<file path="src/rtl/instr_fetch_unit_pkg.sv">
// rv_fetch_pkg: shared types and constants for the instruction fetch unit
package rv_fetch_pkg;

    typedef enum logic [1:0] {
        RUN,
        HALT,
        FAULT
    } fetch_state_e;

    typedef struct packed {
        logic [31:0] pc;
        logic [31:0] instr;
    } fetch_entry_t;

    localparam logic [31:0] ECALL_INSTR = 32'h0000_0073;

endpackage

</file>
<file path="src/rtl/instr_fetch_unit_if.sv">
// instr_fetch_unit_if: ROM port, decoded-instruction handshake and redirect request
interface instr_fetch_unit_if;

    logic [31:0] rom_addr;
    logic [31:0] rom_data;
    logic        inst_valid;
    logic        inst_ready;
    logic [31:0] inst_out;
    logic [31:0] inst_pc;
    logic        redirect_valid;
    logic [31:0] redirect_pc;

    modport master (
        output rom_addr, inst_valid, inst_out, inst_pc,
        input  rom_data, inst_ready, redirect_valid, redirect_pc
    );

    modport slave (
        input  rom_addr, inst_valid, inst_out, inst_pc,
        output rom_data, inst_ready, redirect_valid, redirect_pc
    );

endinterface

</file>
<file path="src/rtl/instr_fetch_unit_queue.sv">
// fetch_queue: two-entry FIFO of {pc, instr} with flush; head reads as zero when empty
module fetch_queue
    import rv_fetch_pkg::*;
(
    input  logic         clk,
    input  logic         reset_n,
    input  logic         push,
    input  logic         pop,
    input  logic         flush,
    input  fetch_entry_t wr_entry,
    output fetch_entry_t rd_entry,
    output logic [1:0]   count
);

    fetch_entry_t [1:0] mem_q, mem_d;
    logic               wr_ptr_q, wr_ptr_d, rd_ptr_q, rd_ptr_d;
    logic [1:0]         count_q, count_d;

    assign count    = count_q;
    assign rd_entry = (count_q != 2'd0) ? mem_q[rd_ptr_q] : '0;

    // Next-state: flush empties the queue, otherwise push/pop move 1-bit pointers
    always_comb begin
        mem_d    = mem_q;
        wr_ptr_d = wr_ptr_q;
        rd_ptr_d = rd_ptr_q;
        count_d  = count_q;
        if (flush) begin
            wr_ptr_d = 1'b0;
            rd_ptr_d = 1'b0;
            count_d  = 2'd0;
        end else begin
            if (push) begin
                mem_d[wr_ptr_q] = wr_entry;
                wr_ptr_d        = ~wr_ptr_q;
            end
            if (pop) rd_ptr_d = ~rd_ptr_q;
            count_d = count_q + {1'b0, push} - {1'b0, pop};
        end
    end

    // Queue storage and pointers, cleared asynchronously on reset
    always_ff @(posedge clk or negedge reset_n) begin
        if (!reset_n) begin
            mem_q    <= '0;
            wr_ptr_q <= 1'b0;
            rd_ptr_q <= 1'b0;
            count_q  <= 2'd0;
        end else begin
            mem_q    <= mem_d;
            wr_ptr_q <= wr_ptr_d;
            rd_ptr_q <= rd_ptr_d;
            count_q  <= count_d;
        end
    end

endmodule

</file>
<file path="src/rtl/instr_fetch_unit.sv">
// instr_fetch_unit: PC sequencing, RUN/HALT/FAULT control and redirect handling around a 2-entry queue
module instr_fetch_unit
    import rv_fetch_pkg::*;
#(
    parameter logic [31:0] RESET_PC  = 32'h0000_0000,
    parameter int unsigned ROM_WORDS = 4096
) (
    input  logic                  clk,
    input  logic                  reset_n,
    input  logic                  fetch_en,
    instr_fetch_unit_if.master    bus,
    output logic                  halted,
    output logic                  fault,
    output logic                  misalign_err
);

    fetch_state_e state_q, state_d;
    logic [31:0]  pc_q, pc_d;
    logic         misalign_q, misalign_d;
    logic [1:0]   count;
    logic         valid, in_rom, can_fetch, push, pop;
    fetch_entry_t wr_entry, head;

    assign valid     = count != 2'd0;
    assign in_rom    = {2'b00, pc_q[31:2]} < ROM_WORDS;
    assign pop       = valid && bus.inst_ready && !bus.redirect_valid;
    assign can_fetch = (state_q == RUN) && fetch_en && !bus.redirect_valid && (count != 2'd2 || pop);
    assign push      = can_fetch && in_rom;
    assign wr_entry  = '{pc: pc_q, instr: bus.rom_data};

    fetch_queue u_queue (
        .clk      (clk),
        .reset_n  (reset_n),
        .push     (push),
        .pop      (pop),
        .flush    (bus.redirect_valid),
        .wr_entry (wr_entry),
        .rd_entry (head),
        .count    (count)
    );

    assign bus.rom_addr   = pc_q;
    assign bus.inst_valid = valid;
    assign bus.inst_out   = head.instr;
    assign bus.inst_pc    = head.pc;
    assign halted         = state_q == HALT;
    assign fault          = state_q == FAULT;
    assign misalign_err   = misalign_q;

    // Redirect wins over everything; otherwise a push advances PC, and an out-of-ROM fetch faults
    always_comb begin
        pc_d       = pc_q;
        state_d    = state_q;
        misalign_d = 1'b0;
        if (bus.redirect_valid) begin
            pc_d       = {bus.redirect_pc[31:2], 2'b00};
            state_d    = RUN;
            misalign_d = |bus.redirect_pc[1:0];
        end else if (push) begin
            pc_d    = pc_q + 32'd4;
            state_d = (bus.rom_data == ECALL_INSTR) ? HALT : state_q;
        end else if (can_fetch) begin
            state_d = FAULT;
        end
    end

    // PC, control state and misalignment pulse registers
    always_ff @(posedge clk or negedge reset_n) begin
        if (!reset_n) begin
            pc_q       <= RESET_PC;
            state_q    <= RUN;
            misalign_q <= 1'b0;
        end else begin
            pc_q       <= pc_d;
            state_q    <= state_d;
            misalign_q <= misalign_d;
        end
    end

endmodule

</file>
<file path="src/flat_wrapper.sv">
// flat-port wrapper written by rule: the top's interface ports become plain ports
module instr_fetch_unit_flat import rv_fetch_pkg::*;
#(
    parameter logic [31:0] RESET_PC  = 32'h0000_0000,
    parameter int unsigned ROM_WORDS = 4096
)
  (clk, reset_n, fetch_en, halted, fault, misalign_err, bus_rom_addr, bus_inst_valid, bus_inst_out, bus_inst_pc, bus_rom_data, bus_inst_ready, bus_redirect_valid, bus_redirect_pc);
  instr_fetch_unit_if bus_i ();
  input  logic clk;
  input  logic reset_n;
  input  logic fetch_en;
  output logic halted;
  output logic fault;
  output logic misalign_err;
  output wire logic [$bits(bus_i.rom_addr)-1:0] bus_rom_addr;
  output wire logic [$bits(bus_i.inst_valid)-1:0] bus_inst_valid;
  output wire logic [$bits(bus_i.inst_out)-1:0] bus_inst_out;
  output wire logic [$bits(bus_i.inst_pc)-1:0] bus_inst_pc;
  input wire logic [$bits(bus_i.rom_data)-1:0] bus_rom_data;
  input wire logic [$bits(bus_i.inst_ready)-1:0] bus_inst_ready;
  input wire logic [$bits(bus_i.redirect_valid)-1:0] bus_redirect_valid;
  input wire logic [$bits(bus_i.redirect_pc)-1:0] bus_redirect_pc;
  assign bus_rom_addr = bus_i.rom_addr;
  assign bus_inst_valid = bus_i.inst_valid;
  assign bus_inst_out = bus_i.inst_out;
  assign bus_inst_pc = bus_i.inst_pc;
  assign bus_i.rom_data = bus_rom_data;
  assign bus_i.inst_ready = bus_inst_ready;
  assign bus_i.redirect_valid = bus_redirect_valid;
  assign bus_i.redirect_pc = bus_redirect_pc;
  instr_fetch_unit #(.RESET_PC(RESET_PC), .ROM_WORDS(ROM_WORDS)) u_core (.clk(clk), .reset_n(reset_n), .fetch_en(fetch_en), .bus(bus_i), .halted(halted), .fault(fault), .misalign_err(misalign_err));
endmodule
</file>
<file path="config.mk">
export PLATFORM = sky130hd
export DESIGN_NAME = instr_fetch_unit_flat
export DESIGN_NICKNAME = d
export VERILOG_FILES = /design/src/rtl/instr_fetch_unit_pkg.sv /design/src/rtl/instr_fetch_unit_if.sv /design/src/rtl/instr_fetch_unit_queue.sv /design/src/rtl/instr_fetch_unit.sv /design/src/flat_wrapper.sv
export SDC_FILE = /design/constraint.sdc
export NUM_CORES = 1
export LEC_CHECK = 0
export CAP_MARGIN = 10
export CORE_ASPECT_RATIO = 1.2
export CORE_MARGIN = 2
export CORE_UTILIZATION = 40
export CTS_CLUSTER_SIZE = 28
export DETAILED_ROUTE_END_ITERATION = 10
export PLACE_DENSITY = 0.62
export SYNTH_ARGS = -nofsm -noshare
export SYNTH_HDL_FRONTEND = slang
export SYNTH_SLANG_ARGS = --single-unit
export TNS_END_PERCENT = 5
</file>
<file path="constraint.sdc">
create_clock -name clk -period 2.8 [get_ports clk]
set_input_delay 0.28 -clock clk [delete_from_list [all_inputs] [get_ports clk]]
set_output_delay 0.28 -clock clk [all_outputs]
set_load 0.01 [all_outputs]
</file>
==> reports/metrics.cfg, run 1 <==
[run_status]
run_status = complete, no violations

[power_and_ir_drop]
p_comb_share_pct = 7.4
totalPowerFinal_w = 0.00513
switching_share_pct = 22.2
p_clk_share_pct = 45.3
p_int_w = 0.00399
leakage_nw = 4.25
irDropWorstVdd_mv = 0.405
pwr-share-seq_pct = 47.3
p_per_area_nw_per_um2 = 524
netSwitchingPower_w = 0.00114

[sta]
worst_slew_pin_slew_ns = 0.638
worst_clock_skew_ns = 0.00868
slew_headroom_pct = 57.4
hold_violations = 0
max_freq_mhz = 389
setup_tns_ns = 0
finalSetupViolCount = 0
slew_violations = 0
fin_crit_sh_pct = 91.8
grt_setup_unrepaired = false
hold_slack_ns = 0.401
period_needed_ns = 2.57

[grt]
grt_max_degree = 69
grt_pass1_wl_um = 28100
grt_util_all_layers_pct = 18.9
gr-total-overflow = 0
grt_pass1_vias = 5378
antenna_found_initial = 0

[cells_and_area]
antenna_cells = 0
nNetsFinal = 817
area_growth_pct = 35.3
stdcell_count = 978
drive_gt1_share_pct = 21.5

[synthesis]
netlist_area_um2 = 7240
syn_inst = 579
avgSynthCellArea_um2 = 12.5
synth_seq_area_share_pct = 55.7
synth_common_cells = dfrtp_1 (161), mux2_2 (105), nor2_1 (74)
yosys.area.top_type_share_pct = 55.7
synth_cell_types = 46
synthFlopType = dfrtp_1
yosys-top-cells-area = dfrtp_1 (56%), mux2_2 (16%), mux2i_1 (8.9%)
synth_edf_count = 0
synth_seq_cells = 161
synth_warnings = 0
synth.most_common_cell = dfrtp_1
async_flop_share_pct = 100
synth_top_area_cell = dfrtp_1

[worst_setup_path]
end_kind = primary output
worst_setup_path_start_kind = flop
max_stage_delay_ns = 0.75
crit_chain = buf_12 > mux2i_1 > nor2_1 > clkdlybuf4s50_1
crit_path_top_delay_cell = dfrtp_4
worstSetupPathType = reg2out
crit_required_ns = 2.52
crit_fanout = 25
cp.arrival_ns = 2.29

[worst_hold_path]
worstHoldPathType = in2async

[drt]
antenna_left = 0
initialDrtViolationCount = 264
drc_errors = 0
vias_per_cell = 5.11
vias = 4997
wl_per_cell_um = 17.6
drt-pass1-iter-count = 4
drt-total-wl_um = 17200

[clock_network]
cts_tree = built
clock_latency_ns = 0.41
cts_setup_buffers = 0
cts_buffer_depth = 2
h-tree-depth = 4
cts_inserted_buffers = 17
path_clk_slew_ns = 0.06
cts-root-buf = clkbuf_16
clock_sinks = 161

[floorplanning]
io_pins = 169
start_util_pct = 41.0
die_w_um = 127
dieArea_um2 = 19200
rows = 53
die_h_um = 151
core_region_area_um2 = 17600

[placed_design]
place_inst = 945
dp_hpwl_um = 11600
numPortBuffers = 164
gp_congestion = 0.806

[run]
max-cap-violations = 0

==> through the flow <==
stage                     util [%]  cell area (µm²)  setup slack (ns)
after floorplan                  -             7250             0.641
after global placement        52.1             9190             0.356
after detailed placement      52.1             9190             0.309
after CTS                     55.5             9790             0.166
after global routing          55.5             9790             0.108
final                         55.5             9790             0.228
==> layout by cell type (no fill, tap or decap), drive strengths merged, types with 3 or more instances in the layout <==
cell	count
and2	21
and3	4
buf	15
bufinv	3
clkbuf	19
clkdlybuf4s50	163
clkinv	7
conb	4
dfrtp	161
ha	3
inv	10
mux2	105
mux2i	64
nand2	13
nand3	3
nand4	5
nor2	75
nor2b	21
nor3	3
nor4	12
o21ai	9
o31ai	5
xnor2	5
==> power by group through the flow <==
stage | clock [W] | combinational [W] | sequential, W
finish | 0.00232 | 0.000378 | 0.00243
global route | 0.00251 | 0.000411 | 0.00244
CTS | 0.00239 | 0.000386 | 0.00243
detailed placement | 0 | 0.000383 | 0.00247
global placement | 0 | 0.000376 | 0.00247
floorplan | 0 | 0.0000921 | 0.00247
==> path summary, 6_finish.rpt <==
path                            cells past startpoint                         to                       from  slack (ns)
worst max-delay path                                4            bus_inst_out[0]    u_core.u_queue.rd_ptr_q        0.23
worst min-delay path                                2   u_core.u_queue.mem_q[90]                    reset_n        0.40
worst max register to register                      6   u_core.u_queue.mem_q[27]    u_core.bus.rom_addr[21]        0.40
worst min register to register                      1  u_core.u_queue.mem_q[124]  u_core.u_queue.mem_q[124]        0.48
max in group asynchronous                           3  u_core.u_queue.mem_q[122]                    reset_n        1.54
min in group clk                                    3     u_core.bus.rom_addr[3]         bus_redirect_pc[3]        0.42
==> state kept, by name (all words and copies together), names as in the netlist <==
name                     cells
u_core.state_q               2
u_core.u_queue.rd_ptr_q      1
u_core.u_queue.wr_ptr_q      1
u_core.misalign_err          1
u_core.u_queue.count         2
u_core.u_queue.mem_q       124
u_core.bus.rom_addr         30
==> repair_timing <==
item / CTS / global route
hold buffers: 1 / 0
endpoints found under the hold margin: 65 / 0
endpoints found under the setup margin: 0 / 0
gates resized for setup: 0 / 0
==> cell type report <==
type / count / area, µm²
fillers: 1501 / 7850
flip-flops and latches: 161 / 4030
multi-input cells: 378 / 3030
repair buffers: 179 / 1830
clock buffers: 19 / 433
well taps: 220 / 275
clock inverters: 13 / 161
inverters: 8 / 30.0
==> worst max-delay path, delay by kind of cell (launching register included) <==
kind          cells  cell delay (ns)
buf+inv           2             0.84
flops             1             0.75
simple gates      1             0.16
mux               1             0.10
==> metal layers <==
| metal | up-vias | wire length (µm) | share of wire, % | global-route usage [%] |
|---|---|---|---|---|
| met4 | 0 | 249 | 1.4 | 5.88 |
| met5 | - | 0 | 0 | 0 |
| met2 | 119 | 8780 | 51 | 31.9 |
| met1 | 2522 | 7570 | 44 | 24.2 |
| li1 | 2340 | - | - | - |
| met3 | 16 | 611 | 3.5 | 4.63 |
==> logic make-up after synthesis <==
group | Yosys count | synth area share [%]
xor+xnor | 7 | 0.847
fa+ha+maj | 3 | 0.519
buf+inv | 43 | 2.75
compound gates | 28 | 2.71
mux | 169 | 25.2
other cells | 1 | 0.0518
simple gates | 167 | 12.2
flops | 161 | 55.7
(Power assumes the default switching activity.)
==> run 2: changes to the inputs <==
--- a/config.mk
+++ b/config.mk
@@ -6,12 +6,15 @@
 export NUM_CORES = 1
 export LEC_CHECK = 0
 export CAP_MARGIN = 10
+export CELL_PAD_IN_SITES_DETAIL_PLACEMENT = 1
+export CELL_PAD_IN_SITES_GLOBAL_PLACEMENT = 2
 export CORE_ASPECT_RATIO = 1.2
 export CORE_MARGIN = 2
-export CORE_UTILIZATION = 40
+export CORE_UTILIZATION = 33
 export CTS_CLUSTER_SIZE = 28
 export DETAILED_ROUTE_END_ITERATION = 10
-export PLACE_DENSITY = 0.62
+export GPL_TIMING_DRIVEN = 0
+export PLACE_DENSITY = 0.76
 export SYNTH_ARGS = -nofsm -noshare
 export SYNTH_HDL_FRONTEND = slang
 export SYNTH_SLANG_ARGS = --single-unit
==> run 2 against run 1 <==
Flip-flop and latch count stayed put. Cell count grew 7.5%. Sequential power hardly changed.
==> reports/metrics.cfg, run 2 (same netlist as run 1, synthesis figures left out) <==
[run_status]
run_status = complete, no violations

[placed_design]
dp_hpwl_um = 13900
gp_congestion = 0.756
numPortBuffers = 164
place_inst = 1021
place_area_um2 = 9260

[floorplanning]
start_util_pct = 33.5
io_pins = 169
die_h_um = 166
dieArea_um2 = 23100
rows = 59
core_region_area_um2 = 21600
die_w_um = 139

[sta]
finalSetupViolCount = 0
slew_violations = 0
worst_clock_skew_ns = 0.0103
worst_slew_pin_slew_ns = 0.726
hold_violations = 0
period_needed_ns = 2.67
slew_headroom_pct = 51.6
grt_setup_unrepaired = true
fin_crit_sh_pct = 95.2
max_freq_mhz = 375

[clock_network]
cts_tree = built
cts-root-buf = clkbuf_16
h-tree-depth = 4
clock_latency_ns = 0.43
path_clk_slew_ns = 0.06
cts_inserted_buffers = 17
cts_setup_buffers = 0
clock_sinks = 161
cts_buffer_depth = 2

[cells_and_area]
antenna_cells = 0
largest_reg_flops = 124
nNetsFinal = 838
final_core_util_pct = 46.0
area_growth_pct = 37.5
mostFrequentLayoutCell = clkdlybuf4s50_1
nFillCells = 2253
multiInputGateArea_um2 = 3030
stdcell_count = 1051
final_cell_mix = clkdlybuf4s50_1 (163), dfrtp_1 (161), mux2_2 (105)
drive_gt1_share_pct = 22.3
top_register = u_core.u_queue.mem_q
stdcell_area_um2 = 9950
seqCellArea_um2 = 4030

[worst_setup_path]
worst_setup_path_start_kind = flop
end_kind = primary output
crit_fanout = 10
worstSetupPathType = reg2out
crit_required_ns = 2.52
cp.arrival_ns = 2.39

[drt]
drc_errors = 0
vias_per_cell = 4.85
antenna_left = 0
vias = 5096
drt-total-wl_um = 19300
initialDrtViolationCount = 175
wl_per_cell_um = 18.4
drt-pass1-iter-count = 4

[grt]
grt_util_all_layers_pct = 17.5
antenna_found_initial = 0
gr-total-overflow = 0
grt_max_degree = 85
grt_pass1_vias = 5769
grt_pass1_wl_um = 32000

[power_and_ir_drop]
irDropWorstVdd_mv = 0.421
pwr-share-seq_pct = 44.6
leakage_nw = 4.32
p_per_area_nw_per_um2 = 548
p_int_w = 0.00426
p_clk_share_pct = 48.3
netSwitchingPower_w = 0.00119
p_comb_share_pct = 7.1
switching_share_pct = 21.8

[run]
max-cap-violations = 0

[worst_hold_path]
worstHoldPathType = in2reg

## run 2: cell types whose count changed in the layout (fill, tap and decap cells not counted), moves of 2 or more
| cell | delta |
|---|---|
| buf_2 | +12 |
| clkbuf_1 | +7 |
| buf_12 | -6 |
| bufinv_16 | +3 |
| clkinv_2 | -4 |
| buf_1 | +2 |
| clkbuf_2 | +4 |
## run 2: stage by stage
step / TNS (ns) / power, W / hold slack (ns) / worst slack, ns
3_5_place_dp: -20.71 / 0.00287 / 0.351 / -0.260
6_report: 0 / 0.00545 / 0.425 / 0.134
4_1_cts: 0 / 0.00553 / 0.406 / 0.0131
5_1_grt: -0.0209 / 0.00566 / 0.447 / -0.0144
2_1_floorplan: 0 / 0.00257 / -0.0156 / 0.641
3_3_place_gp: -815.64 / 0.00285 / 0.468 / -4.96
## run 2: cell type report
cell class / count / area share, %
Sequential cell: 161 / 40.5
Multi-Input combinational cell: 378 / 30.4
Timing Repair Buffer: 166 / 16.9
Clock buffer: 18 / 4.31
Tap cell: 274 / 3.45
Clock inverter: 12 / 2.33
Buffer: 34 / 1.79
Inverter: 8 / 0.302
## run 2: worst max-delay path, cell delays in order (launching register included)
cell	delay [ns]
dfrtp_1	0.41
nor2_2	0.46
clkbuf_1	0.44
nor2_1	0.14
clkdlybuf4s50_1	0.51
## run 2: path summary, 6_finish.rpt
check,startpoint,endpoint,slack [ns],cells after the start
min in group asynchronous,reset_n,u_core.bus.rom_addr[27],0.46,2
setup reg to reg,u_core.bus.rom_addr[24],u_core.u_queue.mem_q[45],0.25,6
setup / recovery,u_core.u_queue.count[1],bus_inst_out[1],0.13,4
hold reg to reg,u_core.u_queue.mem_q[117],u_core.u_queue.mem_q[117],0.49,1
hold / removal,bus_redirect_pc[3],u_core.bus.rom_addr[3],0.43,3
max in group asynchronous,reset_n,u_core.u_queue.mem_q[84],1.44,3
## run 2: what timing repair did
action | in CTS | in global routing
endpoints found under the setup margin | 60 | 22
hold buffers | 1 | 0
pin swaps | 0 | 0
endpoints found under the hold margin | 77 | 0
gates resized for setup | 7 | 9
## run 2: power by group through the flow
stage	registers, W	clock network (W)	logic (W)
2_1_floorplan	0.00247	0	0.0000921
3_3_place_gp	0.00247	0	0.000379
3_5_place_dp	0.00247	0	0.000394
4_1_cts	0.00243	0.00270	0.000397
5_1_grt	0.00244	0.00280	0.000423
6_report	0.00243	0.00263	0.000388
## run 2: layer usage
metal,GRT usage (%),wire length [µm]
met2,30.0,10100
met1,22.4,8470
met3,3.09,505
met5,0,0
met4,5.62,288
==> run 3: changes to the inputs <==
--- a/config.mk
+++ b/config.mk
@@ -5,6 +5,7 @@
 export SDC_FILE = /design/constraint.sdc
 export NUM_CORES = 1
 export LEC_CHECK = 0
+export ABC_AREA = 0
 export CAP_MARGIN = 10
 export CELL_PAD_IN_SITES_DETAIL_PLACEMENT = 1
 export CELL_PAD_IN_SITES_GLOBAL_PLACEMENT = 2
==> results of run 3 <==
No change in the layout: final DEF, timing and power equal those of run 2.
